<file path="config.mk">
export PLATFORM = sky130hd
export DESIGN_NAME = mcu_spi_target
export DESIGN_NICKNAME = d
export VERILOG_FILES = /design/src/rtl/mcu_spi_target.sv
export SDC_FILE = /design/constraint.sdc
export NUM_CORES = 1
export LEC_CHECK = 0
export ABC_AREA = 1
export CAP_MARGIN = 20
export CORE_ASPECT_RATIO = 1.2
export CORE_MARGIN = 8
export CORE_UTILIZATION = 40
export DETAILED_ROUTE_END_ITERATION = 6
export PLACE_DENSITY = 0.63
export SLEW_MARGIN = 15
export SYNTH_ARGS = -nofsm -noshare
export SYNTH_HDL_FRONTEND = slang
export SYNTH_SLANG_ARGS = --single-unit
</file>
<file path="constraint.sdc">
create_clock -name clk -period 2.8 [get_ports clk]
set_clock_uncertainty 0.1 [all_clocks]
set_input_delay 0.28 -clock clk [delete_from_list [all_inputs] [get_ports clk]]
set_output_delay 0.28 -clock clk [all_outputs]
set_load 0.05 [all_outputs]
</file>
<file path="src/rtl/mcu_spi_target.sv">
// mcu_spi_target: SPI mode-0 target (MSB first) bridging the MCU link to a byte stream.
// SCK/CSN/MOSI are oversampled in the clk domain. MOSI is deserialised into data_out,
// and the responder's data_in byte is serialised onto spi_miso.
//
// Ports:
//   clk, reset               core clock, async active-high reset
//   spi_clk/spi_csn/spi_mosi asynchronous SPI inputs from the MCU
//   spi_miso                 serial reply to the MCU, always driven
//   data_out_strobe          one-clk pulse when data_out holds a new byte
//   data_out_start           set with the strobe for the first byte of a CSN frame
//   data_out                 last received byte
//   data_in                  reply byte, loaded in IDLE and again 2 clk after each strobe
//   timeout                  one-clk pulse when a stalled partial byte is realigned
//
// Optional feature macro: SPI_TIMEOUT_EN. It adds the idle counter and the realignment
// of the bit counter. When the macro is undefined, timeout is tied low.
`timescale 1ns/1ps
module mcu_spi_target #(
    parameter int unsigned SYNC_STAGES    = 2,
    parameter int unsigned TIMEOUT_CYCLES = 65535
) (
    input  logic       clk,
    input  logic       reset,
    input  logic       spi_clk,
    input  logic       spi_csn,
    input  logic       spi_mosi,
    output logic       spi_miso,
    output logic       data_out_strobe,
    output logic       data_out_start,
    output logic [7:0] data_out,
    input  logic [7:0] data_in,
    output logic       timeout
);

    typedef enum logic {
        IDLE  = 1'b0,
        SHIFT = 1'b1
    } state_t;

    state_t state, state_next;

    logic [SYNC_STAGES-1:0] sck_sync, csn_sync, mosi_sync;
    logic       sck_prev, csn_prev;
    logic       sck_s, csn_s, mosi_s;
    logic       sck_rise, sck_fall, csn_fall;
    logic [2:0] bit_cnt;
    logic       first_byte;
    logic [7:0] rx;
    logic [7:0] tx;
    logic       strobe_d1;
    logic       load_idle, rx_shift, byte_done, tx_shift, tx_load, realign;

    // Input synchronisers plus one extra sample for edge detection
    always_ff @(posedge clk or posedge reset) begin
        if (reset) begin
            sck_sync  <= '0;
            csn_sync  <= '1;
            mosi_sync <= '0;
            sck_prev  <= 1'b0;
            csn_prev  <= 1'b1;
        end else begin
            sck_sync  <= {sck_sync[SYNC_STAGES-2:0], spi_clk};
            csn_sync  <= {csn_sync[SYNC_STAGES-2:0], spi_csn};
            mosi_sync <= {mosi_sync[SYNC_STAGES-2:0], spi_mosi};
            sck_prev  <= sck_s;
            csn_prev  <= csn_s;
        end
    end

    assign sck_s    = sck_sync[SYNC_STAGES-1];
    assign csn_s    = csn_sync[SYNC_STAGES-1];
    assign mosi_s   = mosi_sync[SYNC_STAGES-1];
    assign sck_rise = sck_s & ~sck_prev;
    assign sck_fall = ~sck_s & sck_prev;
    assign csn_fall = ~csn_s & csn_prev;

    // State register
    always_ff @(posedge clk or posedge reset) begin
        if (reset) begin
            state <= IDLE;
        end else begin
            state <= state_next;
        end
    end

    // Next state and datapath controls; a CSN rise suppresses every SCK action in that clk
    always_comb begin
        state_next = state;
        load_idle  = 1'b0;
        rx_shift   = 1'b0;
        byte_done  = 1'b0;
        tx_shift   = 1'b0;
        tx_load    = 1'b0;
        case (state)
            IDLE: begin
                load_idle = 1'b1;
                if (csn_fall) begin
                    state_next = SHIFT;
                end
            end
            SHIFT: begin
                if (csn_s) begin
                    state_next = IDLE;
                end else begin
                    rx_shift  = sck_rise;
                    byte_done = sck_rise && (bit_cnt == 3'd7);
                    // The falling edge that ends a byte must not shift out the freshly loaded reply MSB
                    tx_shift  = sck_fall && (bit_cnt != 3'd0);
                    tx_load   = strobe_d1;
                end
            end
            default: state_next = IDLE;
        endcase
    end

`ifdef SPI_TIMEOUT_EN
    localparam int unsigned IDLE_W = 16;
    localparam logic [IDLE_W-1:0] IDLE_LIMIT = IDLE_W'(TIMEOUT_CYCLES);

    logic [IDLE_W-1:0] idle_cnt;

    // Saturating count of clks since the last SCK edge inside a frame
    always_ff @(posedge clk or posedge reset) begin
        if (reset) begin
            idle_cnt <= '0;
        end else if ((state == IDLE) || sck_rise || sck_fall) begin
            idle_cnt <= '0;
        end else if (idle_cnt != '1) begin
            idle_cnt <= idle_cnt + IDLE_W'(1);
        end
    end

    always_comb begin
        realign = (state == SHIFT) && !csn_s && !sck_rise && !sck_fall &&
                  (bit_cnt != 3'd0) && (idle_cnt >= IDLE_LIMIT);
    end

    always_ff @(posedge clk or posedge reset) begin
        if (reset) begin
            timeout <= 1'b0;
        end else begin
            timeout <= realign;
        end
    end
`else
    logic unused_timeout_cfg;
    assign unused_timeout_cfg = ^32'(TIMEOUT_CYCLES);
    assign realign = 1'b0;
    assign timeout = 1'b0;
`endif

    // Receive/transmit datapath
    always_ff @(posedge clk or posedge reset) begin
        if (reset) begin
            data_out_strobe <= 1'b0;
            data_out_start  <= 1'b0;
            data_out        <= 8'h00;
            strobe_d1       <= 1'b0;
            bit_cnt         <= 3'd0;
            first_byte      <= 1'b1;
            rx              <= 8'h00;
            tx              <= 8'h00;
        end else begin
            data_out_strobe <= byte_done;
            data_out_start  <= byte_done & first_byte;
            strobe_d1       <= data_out_strobe;
            if (byte_done) begin
                data_out <= {rx[6:0], mosi_s};
            end
            if (load_idle) begin
                bit_cnt    <= 3'd0;
                first_byte <= 1'b1;
            end else if (rx_shift) begin
                rx      <= {rx[6:0], mosi_s};
                bit_cnt <= bit_cnt + 3'd1;
                if (byte_done) begin
                    first_byte <= 1'b0;
                end
            end else if (realign) begin
                bit_cnt <= 3'd0;
                rx      <= 8'h00;
            end
            if (load_idle || tx_load) begin
                tx <= data_in;
            end else if (tx_shift) begin
                tx <= {tx[6:0], 1'b0};
            end
        end
    end

    assign spi_miso = tx[7];

endmodule

</file>
* Yosys cells after proc, flatten, opt, wreduce, memory -nomap -nowiden
Index checks and enable logic that the tools add are counted.
** Word-level totals
- Output and inout port bits :: 12
- Input bits :: 13
- Word-level logic and storage cells :: 52
- Bits in registers :: 39
** Cells by class
- Reduce and logical (&&, ||, !) cells :: 7
- Mux-type cells :: 19
- Add/subtract/negate cells :: 1
- Bitwise operators :: 8
- Equal/unequal tests :: 3
** Operators with widths (count)
- 2-to-1 mux 8 bit :: 2
- 2-to-1 mux 1 bit :: 14
- 2-to-1 mux 3 bit :: 2
- bitwise AND 1 bit :: 4
- inequality test 2 x 1 -> 1 bit, second input constant :: 2
- NOT 1 bit :: 4
- AND reduction 2 bit :: 2
- adder 3 x 1 -> 3 bit, second input constant :: 1
- equality test 3 bit, second input constant :: 1
- nonzero test 3 bit :: 1
- logical AND 1 bit :: 2
- one-hot mux 1 bit (2 select lines) :: 1
- nonzero test 2 bit :: 1
- logical OR 1 bit :: 1

* Depth between registers and ports, before layout
Gate-level depths: netlist (run 1).
- Depth after elaboration :: 8
- Gate-level depth with buffers :: 7
- Gate-level depth less buffers :: 7

* Least setup slack after synthesis (run 1)
Ideal clock, no wire load.
- Kind :: reg-to-reg
- From :: register csn_sync[1]
- To :: register tx[7]
- Path slack :: 1507 ps
- Stages on the path, launching flop included :: 8
- Data required time :: 2582 ps
- Path buffers :: 0
- Arrival time :: 1075 ps
- Setup time :: 118 ps
- Clock period less this slack :: 1293 ps
- Cell sequence :: dfstp_2 > inv_2 > nand2_4 > nand2_2 > inv_4 > nand2_4 > nand2_1 > nand2_1
** Between the ends
- Cells in the longest elaborated chain, start to end :: 4
- Elaborated cells between the ends (all ways) :: 7
- Classes of those cells :: mux: 5; reduce/logical: 2
** RTL lines
- start: declaration :: RTL line 42 : logic [SYNC_STAGES-1:0] sck_sync, csn_sync, mosi_sync;
- start signal: assignment :: RTL line 63 : csn_sync <= {csn_sync[SYNC_STAGES-2:0], spi_csn};
- 2-to-1 mux 1 bit :: RTL line 102 : if (csn_s) begin
- 2-to-1 mux 1 bit :: RTL line 94 : case (state)
- logical OR 1 bit :: RTL line 183 : if (load_idle || tx_load) begin
- 2-to-1 mux 8 bit / nonzero test 2 bit (equally long branches)
- end signal: assignment :: RTL line 184 : tx <= data_in;
- end signal: assignment :: RTL line 186 : tx <= {tx[6:0], 1'b0};
- end: declaration :: RTL line 49 : logic [7:0] tx;
Several ways; a longest one is shown, not always the timed one.
A chain may end at the register's enable or synchronous reset.

* Final worst setup path (run 1)
- From :: register data_out_strobe
- To :: output data_out_strobe
** RTL lines
- start: declaration :: RTL line 28 : output logic data_out_strobe,
- start signal: assignment :: RTL line 164 : data_out_strobe <= byte_done;
No word-level cell between the ends.

==> results of run 1 <==
## cells by family (layout without fill, tap and decap cells)
family / count (synthesis) / count (layout) / share of synthesized area [%]
simple gates: 81 / 81 / 23.5
buf+inv: 22 / 50 / 6.46
other cells: 1 / 1 / 0.231
fa+ha+maj: 3 / 3 / 2.31
flops: 39 / 39 / 60.3
compound gates: 18 / 18 / 7.15
## area by class of cell
| cell class | instances | area share [%] |
|---|---|---|
| Clock inverter | 1 | 0.379 |
| Clock buffer | 7 | 3.85 |
| Inverter | 18 | 3.54 |
| Sequential cell | 39 | 49.5 |
| Timing Repair Buffer | 24 | 12.0 |
| Tap cell | 54 | 3.41 |
| Multi-Input combinational cell | 103 | 27.3 |
## state kept, by name, summed over array words and instances, names as in the netlist
register         cells
bit_cnt              3
csn_prev             1
csn_sync             2
data_out             8
data_out_start       1
data_out_strobe      1
first_byte           1
mosi_sync            2
rx                   7
sck_prev             1
sck_sync             2
state                1
strobe_d1            1
tx                   8
## power by group through the flow
stage	Clock, mW	Combinational (mW)	Sequential, mW
2_1_floorplan	0	0.0885	0.644
3_3_place_gp	0	0.130	0.644
3_5_place_dp	0	0.132	0.645
4_1_cts	0.373	0.133	0.634
5_1_grt	0.392	0.150	0.640
6_report	0.354	0.130	0.635
## synth_stat cells (all sizes together)
master,number
nand3,16
dfrtp,35
o21ai,18
ha,3
dfstp,4
buf,4
nor2,4
conb,1
nand2,61
inv,18
## path summary, 6_finish.rpt
check / cells after the start / end / startpoint
setup / recovery: 1 / data_out_strobe / data_out_strobe
hold / removal: 0 / mosi_sync[1] / mosi_sync[0]
setup reg to reg: 6 / data_out[2] / state
hold reg to reg: 0 / mosi_sync[1] / mosi_sync[0]
max in group asynchronous: 3 / csn_prev / reset
min in group asynchronous: 3 / rx[6] / reset
## cell usage in the layout, fill, tap and decap left out, drive strengths merged
cell,netlist,final
nand2,61,61
dfrtp,35,35
clkdlybuf4s50,0,23
inv,18,18
o21ai,18,18
nand3,16,16
clkbuf,0,7
dfstp,4,4
nor2,4,4
ha,3,3
conb,1,1
clkinvlp,0,1
buf,4,1
## through the flow
step	cells	utilization (%)	hold slack (ps)	worst slack (ps)	instance area [µm²]
global placement	238	48.5	235	1240	1900
global route	246	50.7	259	891	1980
detailed placement	238	48.5	241	1240	1900
floorplan	164	-	184	1510	1630
finish	246	50.7	252	945	1980
CTS	246	50.7	257	917	1980
## routing by layer
layer	wire length [µm]	part of all wire [%]
met3	236	8.0
met1	1210	41
met5	0	0
met4	65	2.2
met2	1420	48
==> flow_summary.ini, run 1 <==
[cts]
clockBufferDepth = 2
cts.sink_count = 39
hold_buffers = 0
cts-resized-gates = 0
htree_num_levels = 2
cts_setup_buffers = 0
clk_pin_slew_ps = 70
cts_tree = built
insertion_delay_ps = 290
root_buffer = clkbuf_8
numCtsBuffers = 5

[placement]
routabilityCongestion = 0.821
place_hpwl_um = 2170
port_buffers = 23

[grt]
met2_usage_pct = 17.6
grt_pass1_vias = 1226
grt.met1_usage_pct = 11.1
grtUsageTotal_pct = 10.7
antenna_found_initial = 0
top_usage_layer = met2
grt_max_degree = 40
globalRouteOverflowTotal = 0
grtUsageMet3_pct = 5.02
grt_pass1_wl_um = 5320

[cells_and_area]
fillers = 365
layout.nets = 207
areaGrowthSynthToFinish_pct = 21.8
register_area_um2 = 981
diodes = 0
layout-drive-gt1-share_pct = 15.6
multi_input_area_um2 = 541

[power]
clock_power_share_pct = 31.7
peakVddDrop_uv = 314
power_density_nw_per_um2 = 565
combPwrFrac_pct = 11.6
sw_frac_of_total_pct = 25.6
p_leak_nw = 0.996
p_seq_share_pct = 56.7
power_switching_mw = 0.286
cellInternalPower_mw = 0.833
report.power.total_mw = 1.12

[drt]
wl_per_cell_um = 11.9
first_iter_violations = 38
vias_per_cell = 4.66
drc = 0
routed_wl_um = 2930
dr.pass1.iters = 4
vias = 1147
ant_nets = 0

[timing]
hold_viol_final = 0
period_share_pct = 66.2
rsz0062_at_grt = no
max_slew.worst_pin.slew_ps = 512
fin_tns_setup_ps = 0
fmax_ghz = 0.539
slew_violations = 0
setup_viol = 0
slew-limit-headroom_pct = 65.8
min_period_ps = 1850

[floorplanning]
io_pins = 25
rows = 25
dieArea_um2 = 6370
initial_core_util_pct = 41.6
core_area_um2 = 3910
fp.dieH_um = 85.9
die_w_um = 74.2

[worst_setup_path]
critPathArrivalTime_ps = 1470
crit_fanout = 2
path_delay_family = buffers and inverters
cp_data_required_time_ps = 2420
slowest_delay_ps = 820
critPathLaunchType = flip-flop
end_kind = primary output
critPathSlowestCell = clkdlybuf4s50_1
path_class = flip-flop to primary output
cp_cell_sequence = clkdlybuf4s50_1
r2r_slack_ps = 1270
path_buf_inv = 1

[yosys]
seq_area_frac_synth_pct = 60.3
ys_top_cells_by_area = dfrtp_1, nand2_1, dfstp_2
synthesis.nets = 180
syn-cell-area_um2 = 1630
ys_ff_latch = 39
yosysUniqueCellTypes = 20
synth_cells = 164
synth_top_cell_area_share_pct = 53.8
synth_top_area_cell = dfrtp_1
yosys_warnings = 0
avgSynthCellArea_um2 = 9.92

[flow_run]
cap_violations = 0

[min_path]
hp-class = flip-flop to flip-flop

[status]
status = complete, no violations
Note: power is estimated with default switching activity, not from simulation.
==> inputs of run 2 (changes only) <==
==> constraint.sdc (replaced) <==
create_clock -name clk -period 1.9 [get_ports clk]
set_clock_uncertainty 0.1 [all_clocks]
set_input_delay 0.19 -clock clk [delete_from_list [all_inputs] [get_ports clk]]
set_output_delay 0.19 -clock clk [all_outputs]
set_load 0.05 [all_outputs]
==> run 2 against run 1 <==
- cell area rose by 0.25%
- core utilization rose by 0.13 points
- final cell count rose by 0.41%
- largest power group unchanged
- highest routed layer unchanged
- largest cell class unchanged
==> flow_summary.ini, run 2 (synthesis gave the netlist of run 1 again) <==
[worst_setup_path]
path_class = flip-flop to primary output
path_delay_family = buffers and inverters
critPathSlowestCell = clkdlybuf4s50_1
critPathArrivalTime_ps = 1470
crit_fanout = 2
reg2reg_to = data_out[2]
slowest_delay_ps = 820
ff2ff_path_depth = 7
critPathLaunchType = flip-flop
cp_cell_sequence = clkdlybuf4s50_1
r2r_slack_ps = 450
end_kind = primary output
reg2reg_from = csn_sync[1]
path_buf_inv = 1
cp_data_required_time_ps = 1610

[cts]
insertion_delay_ps = 280
cts_tree = built
hold_buffers = 0
cts-resized-gates = 0
clockBufferDepth = 2
root_buffer = clkbuf_8
clk_pin_slew_ps = 70
htree_num_levels = 2
cts.sink_count = 39
cts_setup_buffers = 0
numCtsBuffers = 5

[cells_and_area]
areaGrowthSynthToFinish_pct = 22.1
top_regs = data_out x8, tx x8, rx x7
layout.nets = 208
diodes = 0
layout-drive-gt1-share_pct = 16.1
mostFrequentLayoutCell = nand2_1
layout_common_cells = nand2_1, dfrtp_1, clkdlybuf4s50_1

[timing]
slew_violations = 0
max_slew.worst_pin.slew_ps = 508
fmax_ghz = 0.568
period_share_pct = 92.6
hold_viol_final = 0
rsz0062_at_grt = no
min_period_ps = 1760
slew-limit-headroom_pct = 66.0
fin_ws_ps = 141
setup_viol = 0
fin_tns_setup_ps = 0

[floorplanning]
rows = 25
fp.dieH_um = 85.9
core_area_um2 = 3910
dieArea_um2 = 6370
die_w_um = 74.2
initial_core_util_pct = 41.6
io_pins = 25

[drt]
vias = 1099
first_iter_violations = 47
wl_per_cell_um = 11.5
drc = 0
dr.pass1.iters = 4
vias_per_cell = 4.45
ant_nets = 0
routed_wl_um = 2850

[power]
combPwrFrac_pct = 12.1
power_switching_mw = 0.417
cellInternalPower_mw = 1.23
p_seq_share_pct = 56.4
sw_frac_of_total_pct = 25.4
clock_power_share_pct = 31.5
p_leak_nw = 1.00
power_density_nw_per_um2 = 829
peakVddDrop_uv = 546

[min_path]
hp-class = input pin to asynchronous set/reset pin

[grt]
antenna_found_initial = 0
globalRouteOverflowTotal = 0
grtUsageTotal_pct = 10.4
grt_max_degree = 40
grt_pass1_vias = 1143
grt_pass1_wl_um = 5120

[placement]
port_buffers = 23
place_hpwl_um = 2080
place_ws_ps = 427
routabilityCongestion = 0.770

[flow_run]
cap_violations = 0

[status]
status = complete, no violations
## run 2: cell types whose count changed in the layout (fill, tap and decap cells not counted)
cell	change
buf_4	+1
clkinv_2	+1
clkinvlp_4	-1
## run 2: through the flow
stage	cell area, µm²	power [mW]	utilization [%]	std cells	hold slack, ps
after global routing	1990	1.73	50.8	247	203
final	1990	1.65	50.8	247	209
after detailed placement	1900	1.15	48.7	239	238
after CTS	1990	1.68	50.8	247	195
after floorplan	1630	1.08	-	164	94.5
after global placement	1900	1.14	48.7	239	235
## run 2: layer usage
metal  track usage [%]  part of all wire (%)
met1              11.2                    42
met2              16.2                    48
met3              5.48                   7.7
met4              5.00                   2.1
met5                 0                     0
## run 2: cell type report
cell class,instances,area (µm²)
inverters,18,70.1
clock inverters,1,5.00
repair buffers,25,245
flip-flops and latches,39,981
multi-input cells,103,541
well taps,54,67.6
clock buffers,7,76.3
fillers,364,1920
## run 2: power groups by stage
stage | clock [mW] | sequential, mW | combinational [mW]
floorplan | 0 | 0.950 | 0.130
global placement | 0 | 0.943 | 0.198
detailed placement | 0 | 0.944 | 0.203
CTS | 0.545 | 0.928 | 0.204
global route | 0.571 | 0.934 | 0.229
finish | 0.518 | 0.928 | 0.199
## run 2: worst max-delay path by stage
stage	from	end	slack, ps	depth (start not counted)
4_1_cts	data_out_strobe	data_out_strobe	110	1
3_5_place_dp	data_out_strobe	data_out_strobe	430	1
6_report	data_out_strobe	data_out_strobe	140	1
3_3_place_gp	data_out_strobe	data_out_strobe	430	1
2_1_floorplan	csn_sync[1]	tx[7]	610	7
5_1_grt	data_out_strobe	data_out_strobe	80	1
==> inputs of run 3 (changes only) <==
--- a/config.mk
+++ b/config.mk
@@ -7,9 +7,10 @@
 export LEC_CHECK = 0
 export ABC_AREA = 1
 export CAP_MARGIN = 20
-export CORE_ASPECT_RATIO = 1.2
+export CORE_ASPECT_RATIO = 0.6
 export CORE_MARGIN = 8
 export CORE_UTILIZATION = 40
+export CTS_CLUSTER_DIAMETER = 200
 export DETAILED_ROUTE_END_ITERATION = 6
 export PLACE_DENSITY = 0.63
 export SLEW_MARGIN = 15
==> constraint.sdc (replaced) <==
create_clock -name clk -period 2.2 [get_ports clk]
set_clock_uncertainty 0.1 [all_clocks]
set_input_delay 0.22 -clock clk [delete_from_list [all_inputs] [get_ports clk]]
set_output_delay 0.22 -clock clk [all_outputs]
set_load 0.05 [all_outputs]
==> run 3 against run 2 <==
- worst setup slack improved by 300 ps
- final cell count decreased by 1.6%
- combinational power decreased by 14%
- die area increased by 0.92%
- sequential power decreased by 13%
- sequential cell count unchanged
- cell area increased by 1.6%
- count of clock-buffer cells in the layout decreased by 1
- worst hold slack improved by 39 ps
- register-to-register slack improved by 270 ps
- critical endpoint is now data_out[0]
- largest cell class unchanged
==> flow_summary.ini, run 3 (synthesis gave the netlist of run 1 again) <==
[status]
status = complete, no violations

[cts]
cts_tree = built
numCtsBuffers = 5
clockBufferDepth = 2
clk_pin_slew_ps = 70
insertion_delay_ps = 280
cts-resized-gates = 0
htree_num_levels = 2
root_buffer = clkbuf_8
cts_setup_buffers = 0
cts.sink_count = 39
hold_buffers = 0

[worst_setup_path]
critPathArrivalTime_ps = 1440
slowest_delay_ps = 810
path_class = flip-flop to primary output
critPathSlowestCell = clkdlybuf4s50_1
critPathLaunchType = flip-flop
path_buf_inv = 1
cp_data_required_time_ps = 1880
reg2reg_to = tx[6]
r2r_slack_ps = 720
cp_cell_sequence = clkdlybuf4s50_1
crit_fanout = 2
path_delay_family = buffers and inverters
ff2ff_path_depth = 7
end_kind = primary output
reg2reg_from = csn_sync[1]

[floorplanning]
fp.dieH_um = 65.4
initial_core_util_pct = 40.6
die_w_um = 98.3
dieArea_um2 = 6430
io_pins = 25
core_area_um2 = 4010
rows = 18

[grt]
grt_pass1_wl_um = 5020
antenna_found_initial = 0
grt_pass1_vias = 1039
grt_max_degree = 40
grtUsageTotal_pct = 9.83
globalRouteOverflowTotal = 0

[timing]
fin_tns_setup_ps = 0
setup_viol = 0
rsz0062_at_grt = no
period_share_pct = 79.9
hold_viol_final = 0
min_period_ps = 1760
fmax_ghz = 0.569
max_slew.worst_pin.slew_ps = 501
slew-limit-headroom_pct = 66.5
slew_violations = 0

[min_path]
holdPathEnd = csn_sync[0]
hp-class = input pin to flip-flop
hold_path_startpoint = spi_csn
worstHoldPathCells = 1

[cells_and_area]
areaGrowthSynthToFinish_pct = 24.0
layout.nets = 208
diodes = 0
layout_common_cells = nand2_1, dfrtp_1, clkdlybuf4s50_1
top_regs = data_out x8, tx x8, rx x7
mostFrequentLayoutCell = nand2_1
final_util_pct = 50.3
layout-drive-gt1-share_pct = 17.1
fillers = 382

[placement]
place_hpwl_um = 2120
port_buffers = 23
routabilityCongestion = 0.715

[power]
power_density_nw_per_um2 = 780
peakVddDrop_uv = 303
p_leak_nw = 1.02

[drt]
drc = 0
vias_per_cell = 4.63
vias = 1125
first_iter_violations = 63
routed_wl_um = 2890
wl_per_cell_um = 11.9
dr.pass1.iters = 4
ant_nets = 0

[flow_run]
cap_violations = 0
-- run 3: cell count changes in the layout (fill, tap and decap cells not counted) --
cell       delta
bufinv_16     +1
clkbuf_1      -2
clkbuf_8      +1
-- run 3: metrics by stage --
stage,instances,setup slack (ps),power (mW),hold WS (ps),instance area (µm²)
after global routing,243,374,1.65,247,2020
after detailed placement,235,735,0.989,238,1900
after global placement,235,752,0.982,232,1900
after CTS,243,425,1.59,237,2020
final,243,442,1.57,247,2020
after floorplan,164,907,0.933,124,1630
-- run 3: power breakdown --
part	total, mW	switching [mW]	internal [mW]
logic	0.171	0.106	0.0651
clock network	0.598	0.231	0.367
registers	0.803	0.0300	0.773
-- run 3: cell type report --
cell class | instances | area, µm² | share of cell area, %
Sequential cell | 39 | 981 | 48.6
Multi-Input combinational cell | 103 | 541 | 26.8
Timing Repair Buffer | 25 | 245 | 12.2
Clock buffer | 6 | 82.6 | 4.09
Inverter | 18 | 70.1 | 3.47
Tap cell | 50 | 62.6 | 3.10
Clock inverter | 2 | 35.0 | 1.74
-- run 3: per-layer routing --
metal / wire length (µm) / up-vias / track usage, %
li1: - / 563 / -
met1: 1420 / 537 / 12.4
met2: 1280 / 23 / 15.0
met3: 167 / 2 / 4.11
met4: 27 / 0 / 3.42
met5: 0 / - / 0
-- run 3: worst max-delay path by stage --
| stage | slack, ps | cells past startpoint | startpoint | endpoint |
|---|---|---|---|---|
| after floorplan | 910 | 7 | csn_sync[1] | tx[7] |
| after global placement | 750 | 1 | data_out[3] | data_out[3] |
| after detailed placement | 740 | 1 | data_out[7] | data_out[7] |
| after CTS | 420 | 1 | data_out[7] | data_out[7] |
| after global routing | 370 | 1 | data_out[7] | data_out[7] |
| final | 440 | 1 | data_out[0] | data_out[0] |
